==> src/rtl/fir_channel_arbiter_if.sv <==
// Bundle of channel-side, FIR-core-side and tagged-result signals for fir_channel_arbiter.
// The master modport is the arbiter's view; slave is the surrounding sources, core and sink.
interface fir_channel_arbiter_if #(
    parameter int unsigned NUM_CH = 4,
    parameter int unsigned CH_W   = 2,
    parameter int unsigned DATA_W = 16,
    parameter int unsigned OUT_W  = 38
);
    logic [NUM_CH-1:0]        ch_valid;
    logic [NUM_CH*DATA_W-1:0] ch_data;
    logic [NUM_CH-1:0]        ch_ready;

    logic                     core_ready_for_input;
    logic                     core_input_valid;
    logic [DATA_W-1:0]        core_data_in;
    logic [CH_W-1:0]          core_sel;
    logic                     core_output_valid;
    logic [OUT_W-1:0]         core_data_out;

    logic                     out_valid;
    logic [OUT_W-1:0]         out_data;
    logic [CH_W-1:0]          out_ch;
    logic                     busy;
    logic                     wdt_err;

    modport master (
        input  ch_valid, ch_data, core_ready_for_input, core_output_valid, core_data_out,
        output ch_ready, core_input_valid, core_data_in, core_sel,
               out_valid, out_data, out_ch, busy, wdt_err
    );

    modport slave (
        output ch_valid, ch_data, core_ready_for_input, core_output_valid, core_data_out,
        input  ch_ready, core_input_valid, core_data_in, core_sel,
               out_valid, out_data, out_ch, busy, wdt_err
    );
endinterface

==> src/rtl/fir_channel_arbiter.sv <==
// Round-robin scheduler time-sharing one FIR core among NUM_CH streams, one sample in flight.
// Optional WAIT-state watchdog enabled by defining FIR_ARB_WDT_EN.
module fir_channel_arbiter #(
    parameter int unsigned NUM_CH     = 4,
    parameter int unsigned CH_W       = 2,
    parameter int unsigned DATA_W     = 16,
    parameter int unsigned OUT_W      = 38,
    parameter int unsigned WDT_CYCLES = 64
) (
    input  logic                   clk,
    input  logic                   rst,
    fir_channel_arbiter_if.master  bus
);

    // Elaboration-time parameter sanity
    if (NUM_CH < 2 || NUM_CH > 16 || CH_W < $clog2(NUM_CH) || WDT_CYCLES < 1) begin : g_param_check
        $error("fir_channel_arbiter: illegal parameter combination");
    end

    typedef enum logic [1:0] {
        ST_IDLE  = 2'd0,
        ST_ISSUE = 2'd1,
        ST_WAIT  = 2'd2
    } state_t;

    state_t              state_q, state_d;
    logic [CH_W-1:0]     ptr_q, ptr_d;
    logic [DATA_W-1:0]   sample_q, sample_d;
    logic [CH_W-1:0]     sel_q, sel_d;
    logic                civ_q;
    logic                busy_q;
    logic                out_valid_q, out_valid_d;
    logic [OUT_W-1:0]    out_data_q, out_data_d;
    logic [CH_W-1:0]     out_ch_q, out_ch_d;

    logic                grant_found;
    logic [CH_W-1:0]     grant_idx;
    logic [CH_W-1:0]     cand;
    logic [NUM_CH-1:0]   ch_ready_c;

`ifdef FIR_ARB_WDT_EN
    localparam int unsigned WDT_CNT_W = $clog2(WDT_CYCLES + 1);
    logic [WDT_CNT_W-1:0] wdt_cnt_q, wdt_cnt_d;
    logic                 wdt_err_q, wdt_err_d;
`endif

    // Round-robin search starting at ptr, wrapping modulo NUM_CH
    always_comb begin
        grant_found = 1'b0;
        grant_idx   = '0;
        cand        = '0;
        for (int unsigned i = 0; i < NUM_CH; i++) begin
            cand = CH_W'((32'(ptr_q) + i) % NUM_CH);
            if (!grant_found && bus.ch_valid[cand]) begin
                grant_found = 1'b1;
                grant_idx   = cand;
            end
        end
    end

    // Next-state and next-register values
    always_comb begin
        state_d     = state_q;
        ptr_d       = ptr_q;
        sample_d    = sample_q;
        sel_d       = sel_q;
        out_valid_d = 1'b0;
        out_data_d  = out_data_q;
        out_ch_d    = out_ch_q;
        ch_ready_c  = '0;
`ifdef FIR_ARB_WDT_EN
        wdt_cnt_d   = wdt_cnt_q;
        wdt_err_d   = 1'b0;
`endif
        unique case (state_q)
            ST_IDLE: begin
                // rst gating keeps the combinational accept at 0 while reset is held
                if (rst && bus.core_ready_for_input && grant_found) begin
                    ch_ready_c[grant_idx] = 1'b1;
                    sample_d = bus.ch_data[32'(grant_idx)*DATA_W +: DATA_W];
                    sel_d    = grant_idx;
                    ptr_d    = (32'(grant_idx) == NUM_CH - 1) ? '0 : grant_idx + CH_W'(1);
                    state_d  = ST_ISSUE;
                end
            end
            ST_ISSUE: begin
                if (bus.core_ready_for_input) begin
                    state_d = ST_WAIT;
`ifdef FIR_ARB_WDT_EN
                    wdt_cnt_d = '0;
`endif
                end
            end
            ST_WAIT: begin
                // A result arriving on the expiry cycle takes priority over the watchdog
                if (bus.core_output_valid) begin
                    out_valid_d = 1'b1;
                    out_data_d  = bus.core_data_out;
                    out_ch_d    = sel_q;
                    state_d     = ST_IDLE;
                end
`ifdef FIR_ARB_WDT_EN
                else if (wdt_cnt_q == WDT_CNT_W'(WDT_CYCLES - 1)) begin
                    wdt_err_d = 1'b1;
                    state_d   = ST_IDLE;
                end else begin
                    wdt_cnt_d = wdt_cnt_q + WDT_CNT_W'(1);
                end
`endif
            end
            default: state_d = ST_IDLE;
        endcase
    end

    // State and registered outputs
    always_ff @(posedge clk or negedge rst) begin
        if (!rst) begin
            state_q     <= ST_IDLE;
            ptr_q       <= '0;
            sample_q    <= '0;
            sel_q       <= '0;
            civ_q       <= 1'b0;
            busy_q      <= 1'b0;
            out_valid_q <= 1'b0;
            out_data_q  <= '0;
            out_ch_q    <= '0;
        end else begin
            state_q     <= state_d;
            ptr_q       <= ptr_d;
            sample_q    <= sample_d;
            sel_q       <= sel_d;
            civ_q       <= (state_d == ST_ISSUE);
            busy_q      <= (state_d != ST_IDLE);
            out_valid_q <= out_valid_d;
            out_data_q  <= out_data_d;
            out_ch_q    <= out_ch_d;
        end
    end

`ifdef FIR_ARB_WDT_EN
    // Watchdog counter and error pulse
    always_ff @(posedge clk or negedge rst) begin
        if (!rst) begin
            wdt_cnt_q <= '0;
            wdt_err_q <= 1'b0;
        end else begin
            wdt_cnt_q <= wdt_cnt_d;
            wdt_err_q <= wdt_err_d;
        end
    end

    assign bus.wdt_err = wdt_err_q;
`else
    assign bus.wdt_err = 1'b0;
`endif

    assign bus.ch_ready         = ch_ready_c;
    assign bus.core_input_valid = civ_q;
    assign bus.core_data_in     = sample_q;
    assign bus.core_sel         = sel_q;
    assign bus.out_valid        = out_valid_q;
    assign bus.out_data         = out_data_q;
    assign bus.out_ch           = out_ch_q;
    assign bus.busy             = busy_q;

endmodule

==> src/flat_wrapper.sv <==
// flat-port wrapper written by rule: the top's interface ports become plain ports
module fir_channel_arbiter_flat 
#(
    parameter int unsigned NUM_CH     = 4,
    parameter int unsigned CH_W       = 2,
    parameter int unsigned DATA_W     = 16,
    parameter int unsigned OUT_W      = 38,
    parameter int unsigned WDT_CYCLES = 64
)
  (clk, rst, bus_ch_valid, bus_ch_data, bus_core_ready_for_input, bus_core_output_valid, bus_core_data_out, bus_ch_ready, bus_core_input_valid, bus_core_data_in, bus_core_sel, bus_out_valid, bus_out_data, bus_out_ch, bus_busy, bus_wdt_err);
  fir_channel_arbiter_if #(.NUM_CH(NUM_CH), .CH_W(CH_W), .DATA_W(DATA_W), .OUT_W(OUT_W)) bus_i ();
  input  logic clk;
  input  logic rst;
  input wire logic [$bits(bus_i.ch_valid)-1:0] bus_ch_valid;
  input wire logic [$bits(bus_i.ch_data)-1:0] bus_ch_data;
  input wire logic [$bits(bus_i.core_ready_for_input)-1:0] bus_core_ready_for_input;
  input wire logic [$bits(bus_i.core_output_valid)-1:0] bus_core_output_valid;
  input wire logic [$bits(bus_i.core_data_out)-1:0] bus_core_data_out;
  output wire logic [$bits(bus_i.ch_ready)-1:0] bus_ch_ready;
  output wire logic [$bits(bus_i.core_input_valid)-1:0] bus_core_input_valid;
  output wire logic [$bits(bus_i.core_data_in)-1:0] bus_core_data_in;
  output wire logic [$bits(bus_i.core_sel)-1:0] bus_core_sel;
  output wire logic [$bits(bus_i.out_valid)-1:0] bus_out_valid;
  output wire logic [$bits(bus_i.out_data)-1:0] bus_out_data;
  output wire logic [$bits(bus_i.out_ch)-1:0] bus_out_ch;
  output wire logic [$bits(bus_i.busy)-1:0] bus_busy;
  output wire logic [$bits(bus_i.wdt_err)-1:0] bus_wdt_err;
  assign bus_i.ch_valid = bus_ch_valid;
  assign bus_i.ch_data = bus_ch_data;
  assign bus_i.core_ready_for_input = bus_core_ready_for_input;
  assign bus_i.core_output_valid = bus_core_output_valid;
  assign bus_i.core_data_out = bus_core_data_out;
  assign bus_ch_ready = bus_i.ch_ready;
  assign bus_core_input_valid = bus_i.core_input_valid;
  assign bus_core_data_in = bus_i.core_data_in;
  assign bus_core_sel = bus_i.core_sel;
  assign bus_out_valid = bus_i.out_valid;
  assign bus_out_data = bus_i.out_data;
  assign bus_out_ch = bus_i.out_ch;
  assign bus_busy = bus_i.busy;
  assign bus_wdt_err = bus_i.wdt_err;
  fir_channel_arbiter #(.NUM_CH(NUM_CH), .CH_W(CH_W), .DATA_W(DATA_W), .OUT_W(OUT_W), .WDT_CYCLES(WDT_CYCLES)) u_core (.clk(clk), .rst(rst), .bus(bus_i));
endmodule
==> config.mk <==
export PLATFORM = sky130hd
export DESIGN_NAME = fir_channel_arbiter_flat
export DESIGN_NICKNAME = d
export VERILOG_FILES = /design/src/rtl/fir_channel_arbiter_if.sv /design/src/rtl/fir_channel_arbiter.sv /design/src/flat_wrapper.sv
export SDC_FILE = /design/constraint.sdc
export NUM_CORES = 1
export LEC_CHECK = 0
export ABC_AREA = 1
export CORE_MARGIN = 2
export CORE_UTILIZATION = 36
export CTS_BUF_LIST = sky130_fd_sc_hd__clkbuf_16
export DETAILED_ROUTE_END_ITERATION = 10
export GPL_TIMING_DRIVEN = 0
export PLACE_DENSITY_LB_ADDON = 0.3
export SYNTH_ARGS = -nofsm -noshare
export SYNTH_HDL_FRONTEND = slang
export SYNTH_SLANG_ARGS = --single-unit
==> constraint.sdc <==
create_clock -name clk -period 2.15 [get_ports clk]
set_clock_uncertainty 0.05 [all_clocks]
set_input_delay 0.3225 -clock clk [delete_from_list [all_inputs] [get_ports clk]]
set_output_delay 0.3225 -clock clk [all_outputs]
set_load 0.1 [all_outputs]
==> results of run 1 <==
==> layout make-up <==
type,instances,share of cell area [%]
Inverter,33,2.48
Buffer,18,2.31
Timing Repair Buffer,188,30.9
Multi-Input combinational cell,357,29.0
Clock buffer,9,3.82
Timing Repair inverter,1,0.148
Sequential cell,65,27.6
Tap cell,129,2.74
Clock inverter,7,1.06
==> through the flow <==
step | cells | util, % | setup slack [ns]
4_1_cts | 803 | 63.1 | -0.456
6_report | 807 | 63.8 | -0.458
3_3_place_gp | 777 | 58.7 | -3.40
3_5_place_dp | 777 | 58.7 | -1.56
5_1_grt | 807 | 63.8 | -0.569
2_1_floorplan | 474 | - | -0.250
==> metal layers <==
| metal | up-vias | GRT usage [%] | routed length [um] |
|---|---|---|---|
| met5 | - | 0 | 0 |
| met4 | 0 | 8.52 | 257 |
| met3 | 20 | 6.00 | 853 |
| met2 | 146 | 37.4 | 5370 |
| met1 | 1635 | 22.2 | 3930 |
| li1 | 1848 | - | - |
==> cell families after synthesis <==
| family | synth area share [%] |
|---|---|
| AOI/OAI and AO/OA | 1.53 |
| adders and majority gates | 1.46 |
| buffers and inverters | 7.52 |
| DFF | 47.4 |
| other | 0.109 |
| and+or+nand+nor | 41.9 |
==> worst reg2reg max path: stages (launching register included) <==
cell	delay (ns)
dfrtp_1	0.39
buf_6	0.16
inv_8	0.08
nand2_4	0.05
nand3_2	0.07
nand2_2	0.09
nor2_4	0.21
nand3_4	0.14
nand3_4	0.14
inv_8	0.06
buf_12	0.14
buf_6	0.14
nand2_1	0.07
nand2_1	0.05
nand2_1	0.05
nand3_1	0.08
==> registers in the layout (all words and copies together) (netlist names) <==
register	count
u_core.bus.core_input_valid	1
u_core.bus.out_valid	1
u_core.ptr_q	2
u_core.bus.core_sel	2
u_core.bus.out_data	38
u_core.bus.out_ch	2
u_core.bus.busy	1
u_core.bus.core_data_in	16
u_core.state_q	2
==> timing repair <==
action / in CTS / in global routing
gates cloned: 2 / 1
buffers inserted: 9 / 3
hold buffers: 0 / 0
endpoints found under the setup margin: 65 / 19
gates resized for setup: 121 / 12
hold endpoints to repair: 0 / 0
pin swaps: 9 / 7
==> final timing paths <==
check	to	slack (ns)	cells past startpoint
hold reg to reg	u_core.bus.out_data[32]	0.42	2
hold / removal	u_core.bus.out_data[25]	0.06	1
max in group asynchronous	u_core.ptr_q[1]	1.38	1
setup reg to reg	u_core.bus.core_data_in[14]	0.04	15
setup / recovery	bus_ch_ready[2]	-0.46	13
min in group clk	u_core.bus.out_data[32]	0.42	2
==> synthesized netlist by cell type (all sizes together) <==
cell    instances
nand4           7
clkbuf          8
o22ai           1
or2             2
nor2           10
o21a            1
o21ai           6
ha              4
buf            11
inv            33
dfrtp          65
nand2         294
nand3          30
conb            1
a21oi           1
==> flow_metrics.env, run 1 <==
export IMPL_status="finished with violations"
export IMPL_violations="negative setup slack"
export IMPL_vias=3649
export IMPL_start_util_pct=37.1
export IMPL_relSlewSlack_pct=32.9
export IMPL_seq_area_um2=1630
export IMPL_cp_slowest_cell="dfrtp_1"
export IMPL_crit_family="simple AND/OR/NAND/NOR gates"
export IMPL_critPathMaxFanout=6
export IMPL_rr_startpoint="u_core.ptr_q[0]"
export IMPL_syn_area_um2=3430
export IMPL_first_pass_iters=6
export IMPL_required_ns=1.78
export IMPL_rsz0062_at_grt="yes"
export IMPL_post_route_drc_count=0
export IMPL_clock_sinks=65
export IMPL_multi_input_area_um2=1710
export IMPL_portBuffers=174
export IMPL_finalCriticalPeriod_ns=2.61
export IMPL_n_fill_cell=816
export IMPL_clk_path_buf_depth=2
export IMPL_clk_pin_slew_ns=0.05
export IMPL_critPathBufInv=5
export IMPL_wirelength_mm=10.4
export IMPL_grt_pass1_vias=3756
export IMPL_layout_area_overhead_vs_synth_pct=72.1
export IMPL_drive_gt1_share_pct=13.9
export IMPL_grt_antenna_before_repair=0
export IMPL_routedWlPerCell_um=12.9
export IMPL_ys_seq_area_share_pct=47.4
export IMPL_dp_hpwl_mm=7.93
export IMPL_fmax_mhz=383
export IMPL_worstPathArrival_ns=2.24
export IMPL_final_common_cell="nand2_1"
export IMPL_dieArea_um2=10300
export IMPL_whs_ns=0.0625
export IMPL_finalCritPeriodShare_pct=121
export IMPL_synthTopCellsByArea="dfrtp_1 (47%), nand2_1 (32%), nand3_1 (3.9%)"
export IMPL_postSynthAreaPerCell_um2=7.23
export IMPL_start_kind="register"
export IMPL_num_nets_final=787
export IMPL_yosysWarnings=0
export IMPL_io_pins=176
export IMPL_synth_largest_area_cell="dfrtp_1"
export IMPL_cp_cell_sequence="buf_6 > inv_8 > nand2_4 > nand3_2 > nand2_2 > nor2_4 > nand3_4 > nand3_4 > buf_8 > ha_4 > inv_2 > nor2_4 > buf_12"
export IMPL_fin_ws_ns=-0.458
export IMPL_grt_pass1_wl_mm=16.8
export IMPL_ctsRootBufferMaster="clkbuf_16"
export IMPL_ant_nets=0
export IMPL_gp_congestion=0.848
export IMPL_die_x_um=102
export IMPL_synth_nets=588
export IMPL_end_kind="output pin"
export IMPL_drt_iter0_drc=117
export IMPL_dieHeight_um=102
export IMPL_htreeDepth=3
export IMPL_layout_common_cells="nand2_1 (279), clkdlybuf4s50_1 (108), dfrtp_1 (64), dlygate4sd2_1 (61), inv_1 (25)"
export IMPL_netlist_area_leader_share_pct=47.4
export IMPL_maxSlewViolCount=0
export IMPL_maxCapViolCount=0
export IMPL_setup_worst_path_start="u_core.ptr_q[0]"
export IMPL_grt_max_degree=67
export IMPL_postSynthCellCount=474
export IMPL_via_per_inst=4.52
export IMPL_numCtsBuffers=9
export IMPL_setup_viol=4
export IMPL_worst_path_largest_cell_delay_ns=0.39
export IMPL_rows=35
export IMPL_clk_latency_ns=0.31
export IMPL_hp_class="input pin to asynchronous set/reset pin"
export IMPL_ys_types=28
export IMPL_tightestPinTransition_ns=1.01
export IMPL_diodes=0
export IMPL_ys_ff_latch=65
export IMPL_gr_usage_all_layers_pct=20.6
export IMPL_critPathKind="register to output pin"
export IMPL_fin_setup_tns_ns=-1.74
export IMPL_design_core_area_um2=9240
export IMPL_placed_cell_area_um2=5420
export IMPL_grt_overflow=0
export IMPL_hold_viol=0
export IMPL_cts_tree="yes"
export IMPL_design_area_um2=5900
Power of run 1 is not shown: default switching activity piles up to over one toggle a cycle in this logic, so the estimate is an artifact.
==> run 2, diff against run 1 <==
- RECOVER_POWER: default -> 25
==> results of run 2 <==
No change in the layout: final DEF, timing and power equal those of run 1.
Power of run 2 is left out for the same reason.
